===== src/rtl/bcd_to_bin_14bit_if.sv =====
// bcd_to_bin_14bit_if
//   Request/result bundle for the BCD-to-binary converter.
//   master : drives start/bcd_in, observes busy/done/bin_out/bcd_error
//   slave  : the converter side
//   start     - conversion request (sampled in IDLE only)
//   bcd_in    - four BCD digits, [15:12] thousands .. [3:0] units
//   busy      - conversion in progress
//   done      - one-cycle pulse when a result or error is posted
//   bin_out   - 14-bit binary result, held until the next post
//   bcd_error - set with done when any digit was > 9
interface bcd_to_bin_14bit_if;
    logic        start;
    logic [15:0] bcd_in;
    logic        busy;
    logic        done;
    logic [13:0] bin_out;
    logic        bcd_error;

    modport master (
        output start, bcd_in,
        input  busy, done, bin_out, bcd_error
    );

    modport slave (
        input  start, bcd_in,
        output busy, done, bin_out, bcd_error
    );
endinterface


===== src/rtl/bcd_to_bin_14bit.sv =====
// bcd_to_bin_14bit
//   Sequential 4-digit BCD to 14-bit binary converter (reverse double-dabble).
//   A 30-bit register {bcd[15:0], bin[13:0]} is shifted right once per cycle,
//   after which every BCD nibble >= 8 has 3 subtracted. After 14 shifts the
//   binary half holds the result.
//   Ports:
//     conv_clk_signal - conversion clock, rising edge
//     rst_n           - asynchronous active-low reset
//     bus             - slave side of bcd_to_bin_14bit_if
module bcd_to_bin_14bit (
    input  logic              conv_clk_signal,
    input  logic              rst_n,
    bcd_to_bin_14bit_if.slave bus
);

    localparam int NUM_DIGITS = 4;
    localparam int BIN_W      = 14;
    localparam int SR_W       = NUM_DIGITS * 4 + BIN_W;

    typedef enum logic [1:0] {
        IDLE  = 2'd0,
        SHIFT = 2'd1,
        ERR   = 2'd2
    } state_t;

    state_t            state;
    logic [SR_W-1:0]   shift_reg;
    logic [3:0]        iter_cnt;

    logic [SR_W-1:0]   shifted;
    logic [SR_W-1:0]   corrected;
    logic              digit_bad;

    // One iteration: shift right, then nibble-local -3 on any digit >= 8.
    // No borrow crosses a nibble boundary since 8..15 - 3 stays in 5..12.
    always_comb begin
        shifted   = {1'b0, shift_reg[SR_W-1:1]};
        corrected = shifted;
        for (int i = 0; i < NUM_DIGITS; i++) begin
            if (shifted[BIN_W + 4*i +: 4] >= 4'd8)
                corrected[BIN_W + 4*i +: 4] = shifted[BIN_W + 4*i +: 4] - 4'd3;
        end
    end

    always_comb begin
        digit_bad = 1'b0;
        for (int i = 0; i < NUM_DIGITS; i++) begin
            if (bus.bcd_in[4*i +: 4] > 4'd9)
                digit_bad = 1'b1;
        end
    end

    always_ff @(posedge conv_clk_signal or negedge rst_n) begin
        if (!rst_n) begin
            state         <= IDLE;
            shift_reg     <= '0;
            iter_cnt      <= '0;
            bus.busy      <= 1'b0;
            bus.done      <= 1'b0;
            bus.bin_out   <= '0;
            bus.bcd_error <= 1'b0;
        end else begin
            bus.done <= 1'b0;
            case (state)
                IDLE: begin
                    if (bus.start) begin
                        if (digit_bad) begin
                            state <= ERR;
                        end else begin
                            shift_reg <= {bus.bcd_in, {BIN_W{1'b0}}};
                            iter_cnt  <= '0;
                            bus.busy  <= 1'b1;
                            state     <= SHIFT;
                        end
                    end
                end
                SHIFT: begin
                    shift_reg <= corrected;
                    iter_cnt  <= iter_cnt + 4'd1;
                    // iter_cnt == 13 means this edge performs the 14th shift
                    if (iter_cnt == 4'(BIN_W - 1)) begin
                        bus.bin_out   <= corrected[BIN_W-1:0];
                        bus.bcd_error <= 1'b0;
                        bus.done      <= 1'b1;
                        bus.busy      <= 1'b0;
                        state         <= IDLE;
                    end
                end
                ERR: begin
                    bus.bin_out   <= '0;
                    bus.bcd_error <= 1'b1;
                    bus.done      <= 1'b1;
                    state         <= IDLE;
                end
                default: state <= IDLE;
            endcase
        end
    end

endmodule


===== src/flat_wrapper.sv =====
// flat-port wrapper written by rule: the top's interface ports become plain ports
module bcd_to_bin_14bit_flat 
  (conv_clk_signal, rst_n, bus_start, bus_bcd_in, bus_busy, bus_done, bus_bin_out, bus_bcd_error);
  bcd_to_bin_14bit_if bus_i ();
  input  logic conv_clk_signal;
  input  logic rst_n;
  input wire logic [$bits(bus_i.start)-1:0] bus_start;
  input wire logic [$bits(bus_i.bcd_in)-1:0] bus_bcd_in;
  output wire logic [$bits(bus_i.busy)-1:0] bus_busy;
  output wire logic [$bits(bus_i.done)-1:0] bus_done;
  output wire logic [$bits(bus_i.bin_out)-1:0] bus_bin_out;
  output wire logic [$bits(bus_i.bcd_error)-1:0] bus_bcd_error;
  assign bus_i.start = bus_start;
  assign bus_i.bcd_in = bus_bcd_in;
  assign bus_busy = bus_i.busy;
  assign bus_done = bus_i.done;
  assign bus_bin_out = bus_i.bin_out;
  assign bus_bcd_error = bus_i.bcd_error;
  bcd_to_bin_14bit u_core (.conv_clk_signal(conv_clk_signal), .rst_n(rst_n), .bus(bus_i));
endmodule

===== config.mk =====
export PLATFORM = sky130hd
export DESIGN_NAME = bcd_to_bin_14bit_flat
export DESIGN_NICKNAME = d
export VERILOG_FILES = /design/src/rtl/bcd_to_bin_14bit_if.sv /design/src/rtl/bcd_to_bin_14bit.sv /design/src/flat_wrapper.sv
export SDC_FILE = /design/constraint.sdc
export NUM_CORES = 1
export LEC_CHECK = 0
export CAP_MARGIN = 20
export CORE_MARGIN = 5
export CORE_UTILIZATION = 59
export DETAILED_ROUTE_END_ITERATION = 8
export PLACE_DENSITY = 0.95
export SYNTH_ARGS = -nofsm -noshare
export SYNTH_HDL_FRONTEND = slang
export SYNTH_SLANG_ARGS = --single-unit

===== constraint.sdc =====
create_clock -name conv_clk_signal -period 4.15 [get_ports conv_clk_signal]
set_input_delay 0.83 -clock conv_clk_signal [delete_from_list [all_inputs] [get_ports conv_clk_signal]]
set_output_delay 0.83 -clock conv_clk_signal [all_outputs]
set_load 0.01 [all_outputs]

# After elaboration in Yosys (flattened, before gate mapping)
# Cells that the tools add are included.
[classes]
n_lt_le_gt_ge = 7
eq_ne = 6
n_reduce_logical = 7
mux = 26
addsub = 4
[ops]
columns = ["operator", "count"]
rows = [
  ["30-bit 2-to-1 mux", 2],
  ["30-bit one-hot mux with 2 select lines", 1],
  ["14-bit one-hot mux with 2 select lines", 1],
  ["4-bit 2-to-1 mux", 5],
  ["4-bit greater-than comparator, second input constant", 4],
  ["14-bit 2-to-1 mux", 1],
  ["4-bit >= comparator, second input constant", 3],
  ["4-bit by 2-bit subtractor with 4-bit output, second input constant", 3],
  ["1-bit 2-to-1 mux", 8],
  ["4-bit one-hot mux with 2 select lines", 1],
  ["2-bit 2-to-1 mux", 3],
  ["1-bit one-hot mux with 2 select lines", 3],
  ["4-bit by 1-bit adder with 4-bit output, second input constant", 1],
  ["4-bit == test, second input constant", 1],
  ["2-bit != test, second input constant", 2],
  ["2-bit one-hot mux with 2 select lines", 1],
  ["2-bit AND reduction", 2],
  ["4-bit AND reduction", 1],
  ["2-bit nonzero test", 2],
  ["3-bit AND reduction", 1],
  ["2-bit by 1-bit == test with 1-bit output, second input constant", 1],
  ["2-bit == test, second input constant", 1],
  ["2-bit zero test", 1],
  ["2-bit by 1-bit != test with 1-bit output, second input constant", 1],
]
[totals]
inputBits = 19
reg_bits = 53
output_inout_bits = 17
word_cells = 57

# Depth between registers and ports, before layout
[logic_depth]
ltp_word = 8
mapped_depth = 10

# Worst setup path after synthesis
# OpenSTA, ideal clock, no wires.
[synth_path]
kind = "input to register"
start = "input port bus_bcd_in[2]"
end = "register u_core.shift_reg[17]"
stages = 7
path_slack_ns = 2.232
t_arrival_ns = 1.781
path_buffers = 2
path_cell_list = "o21ai_0 -> and4_1 -> buf_6 -> and3_1 -> buf_4 -> mux2i_1 -> a21oi_1"
[synth_between]
elab_chain_cells = 7
[synth_rtl]
columns = ["element", "line_no", "rtl"]
rows = [
  ["from (decl)", "flat_wrapper.sv:8", "input wire logic [$bits(bus_i.bcd_in)-1:0] bus_bcd_in;"],
  ["4-bit greater-than comparator", "bcd_to_bin_14bit.sv:48", "if (bus.bcd_in[4*i +: 4] > 4'd9)"],
  ["1-bit 2-to-1 mux (4 in a row)", "bcd_to_bin_14bit.sv:48", ""],
  ["2-bit != test (no line)", "--", ""],
  ["3-bit AND reduction (no line)", "--", ""],
  ["to (signal assigned)", "bcd_to_bin_14bit.sv:70", "shift_reg <= {bus.bcd_in, {BIN_W{1'b0}}};"],
  ["to (signal assigned)", "bcd_to_bin_14bit.sv:78", "shift_reg <= corrected;"],
  ["to (decl)", "bcd_to_bin_14bit.sv:27", "logic [SR_W-1:0] shift_reg;"],
]
# Every way passes these cells.
# A chain may end at the register's enable or synchronous reset.

# Worst setup path in the final report
# Same ends and word-level chain as after synthesis.

==> impl_metrics.json <==
{
  "tightest_slew_ns": 0.895,
  "finalWirelength_um": 5030,
  "io_buffers": 35,
  "peakVddDrop_uv": 335,
  "cts_hold_buf": 0,
  "antenna_found_initial": 0,
  "startpoint_type": "input port",
  "finalSetupTns_ns": 0,
  "yosys_warnings": 0,
  "r2r-start": "u_core.state[1]$_DFFE_PN0P_",
  "drtAntennaViolNets": 0,
  "critical_path_class": "in2reg",
  "synth-main-ff-cell": "dfrtp_1",
  "layout_common_cells": "52 x dfrtp_1, 34 x clkdlybuf4s50_1, 27 x nand2_1, 25 x o21ai_2, 20 x nand2_2",
  "drt-initial-drc-count": 101,
  "grt_max_degree": 40,
  "post_cts_resized": 0,
  "via_per_inst": 5.79,
  "antenna_cells": 0,
  "dp.final_hpwl_um": 3630,
  "syn-cell-area_um2": 2750,
  "clk_pin_slew_ns": 0.10,
  "synth_edf_count": 0,
  "grt_pass1_wl_um": 8540,
  "ios": 36,
  "grt_overflow_total": 0,
  "first_pass_iters": 5,
  "required_ns": 4.32,
  "syn_inst": 265,
  "drive_gt1_share_pct": 20.3,
  "grt_pass1_vias": 1969,
  "path_max_fanout": 7,
  "num_vias": 2014,
  "cts-root-buf": "clkbuf_8",
  "ys_seq_elements": 52,
  "met3_usage_pct": 3.66,
  "syn-num-nets": 295,
  "globalRouteMet2Util_pct": 30.8,
  "floorplan.die_area_um2": 6120,
  "largest_reg_flops": 29,
  "use_met1_pct": 20.5,
  "fin_crit_sh_pct": 62.2,
  "synth.distinct_cells": 35,
  "num-fill-cells": 331,
  "core_area_um2": 4440,
  "endpoint_kind": "flop",
  "rrSetupSlack_ns": 1.86,
  "powerDensity_nw_per_um2": 475,
  "busiest_layer": "met2",
  "fmax_ghz": 0.387,
  "status": "finished clean",
  "cellLeakagePower_nw": 1.37,
  "drc": 0,
  "worstSkewPairLatency_ns": 0.31,
  "postCtsSetupRepairBufs": 0,
  "seq_area_um2": 1300,
  "relSlewSlack_pct": 40.1,
  "dpl_worst_slack_ns": 1.28,
  "worstPathArrival_ns": 2.75,
  "tritoncts": "done",
  "cts_buffers": 5,
  "fp-row-count": 24,
  "gp_congestion": 0.837,
  "hold_violations": 0,
  "wire_per_inst_um": 14.4,
  "cts_htree_levels": 2,
  "hold_class": "in2async",
  "die_height_um": 78.3,
  "cts.sinks": 52,
  "synthArstFlopShare_pct": 100,
  "layout.cells.most_common": "dfrtp_1",
  "area_growth_pct": 15.3,
  "start_util_pct": 61.9,
  "drv_slew": 0,
  "setup_viol_count_final": 0,
  "rsz0062_at_grt": "no",
  "grt_use_total_pct": 17.3,
  "cap_violations": 0,
  "r2r_end": "u_core.bus.bin_out[8]$_DFFE_PN0P_",
  "setup_ws_ns": 1.57,
  "worst_r2r_path_depth": 6,
  "period_needed_ns": 2.58,
  "cts_max_path_buffers": 2,
  "multi_input_area_um2": 1240,
  "die_w_um": 78.3,
  "skew_ns": 0.00803,
  "avgSynthCellArea_um2": 10.4,
  "synth_seq_area_share_pct": 47.3,
  "nNetsFinal": 325
}
## final cells by class
| class | count | area share (%) |
|---|---|---|
| inverter | 15 | 1.78 |
| multi-input combinational | 181 | 39.1 |
| timing repair buffer | 40 | 12.5 |
| clock buffer | 6 | 2.29 |
| clock inverter | 2 | 1.22 |
| sequential | 52 | 41.1 |
| tap | 52 | 2.05 |
## per-stage QoR
step           utilization, %  instance area [um^2]  cells  power, W  hold WS (ns)
6_report                 71.3                  3170    348   0.00151         0.396
5_1_grt                  71.3                  3170    348   0.00160         0.416
4_1_cts                  71.3                  3170    348   0.00152         0.403
3_5_place_dp             68.8                  3060    340   0.00116         0.471
3_3_place_gp             68.4                  3040    339   0.00113         0.464
2_1_floorplan               -                  2750    265   0.00105         0.437
## critical path, stage by stage
cell and delay, ns:
clkdlybuf4s50_1 0.42, o21ai_0 0.30, and4_1 0.43, and3_1 0.42
mux2i_1 0.25, a21oi_1 0.09
## routing by layer
metal  wire, um  up-vias
met1       2170      983
met4         70        0
met2       2550       45
li1           -      979
met5          0        -
met3        237        7
## cell families after synthesis
family	share of synthesized area, %
flip-flops	47.3
multiplexers	3.64
XOR/XNOR	0.956
AO/OA/AOI/OAI	23.0
AND/OR/NAND/NOR	12.5
buffers and inverters	7.56
adder cells (fa/ha/maj)	5.01
## cells in the mapped netlist (2+ instances only)
master    number  area [um^2]
inv_1         14         52.6
nand2_1       27          101
o21ai_1        4         20.0
a21oi_1       19         95.1
ha_1          11          138
o22ai_1        4         25.0
a311oi_1       3         26.3
o21ai_2       25          219
mux2i_1       10          100
buf_4          3         22.5
buf_12         4         80.1
a22oi_1        2         15.0
o21ai_0        8         40.0
nand3_1        4         20.0
nand2_2       20          125
dfrtp_1       52         1300
xnor2_1        3         26.3
or3_1          3         18.8
nor2_1        12         45.0
clkbuf_1       5         18.8
buf_2          3         15.0
a22o_1        16          140
## power by group
group          internal, W  total (W)  switching [W]
sequential        0.000593   0.000704       0.000110
combinational     0.000203   0.000446       0.000243
clock             0.000182   0.000356       0.000173
total             0.000979    0.00151       0.000526
## worst max path at each step
stage | from | end | slack [ns] | cells past startpoint
floorplan | bus_bcd_in[2] | u_core.shift_reg[17]$_DFFE_PN0P_ | 2.23 | 7
global placement | bus_bcd_in[2] | u_core.shift_reg[17]$_DFFE_PN0P_ | 1.34 | 6
detailed placement | bus_bcd_in[2] | u_core.shift_reg[17]$_DFFE_PN0P_ | 1.28 | 6
CTS | bus_bcd_in[2] | u_core.shift_reg[17]$_DFFE_PN0P_ | 1.59 | 6
global route | bus_bcd_in[2] | u_core.shift_reg[17]$_DFFE_PN0P_ | 1.53 | 6
finish | bus_bcd_in[2] | u_core.shift_reg[17]$_DFFE_PN0P_ | 1.57 | 6
(Power assumes the default switching activity.)
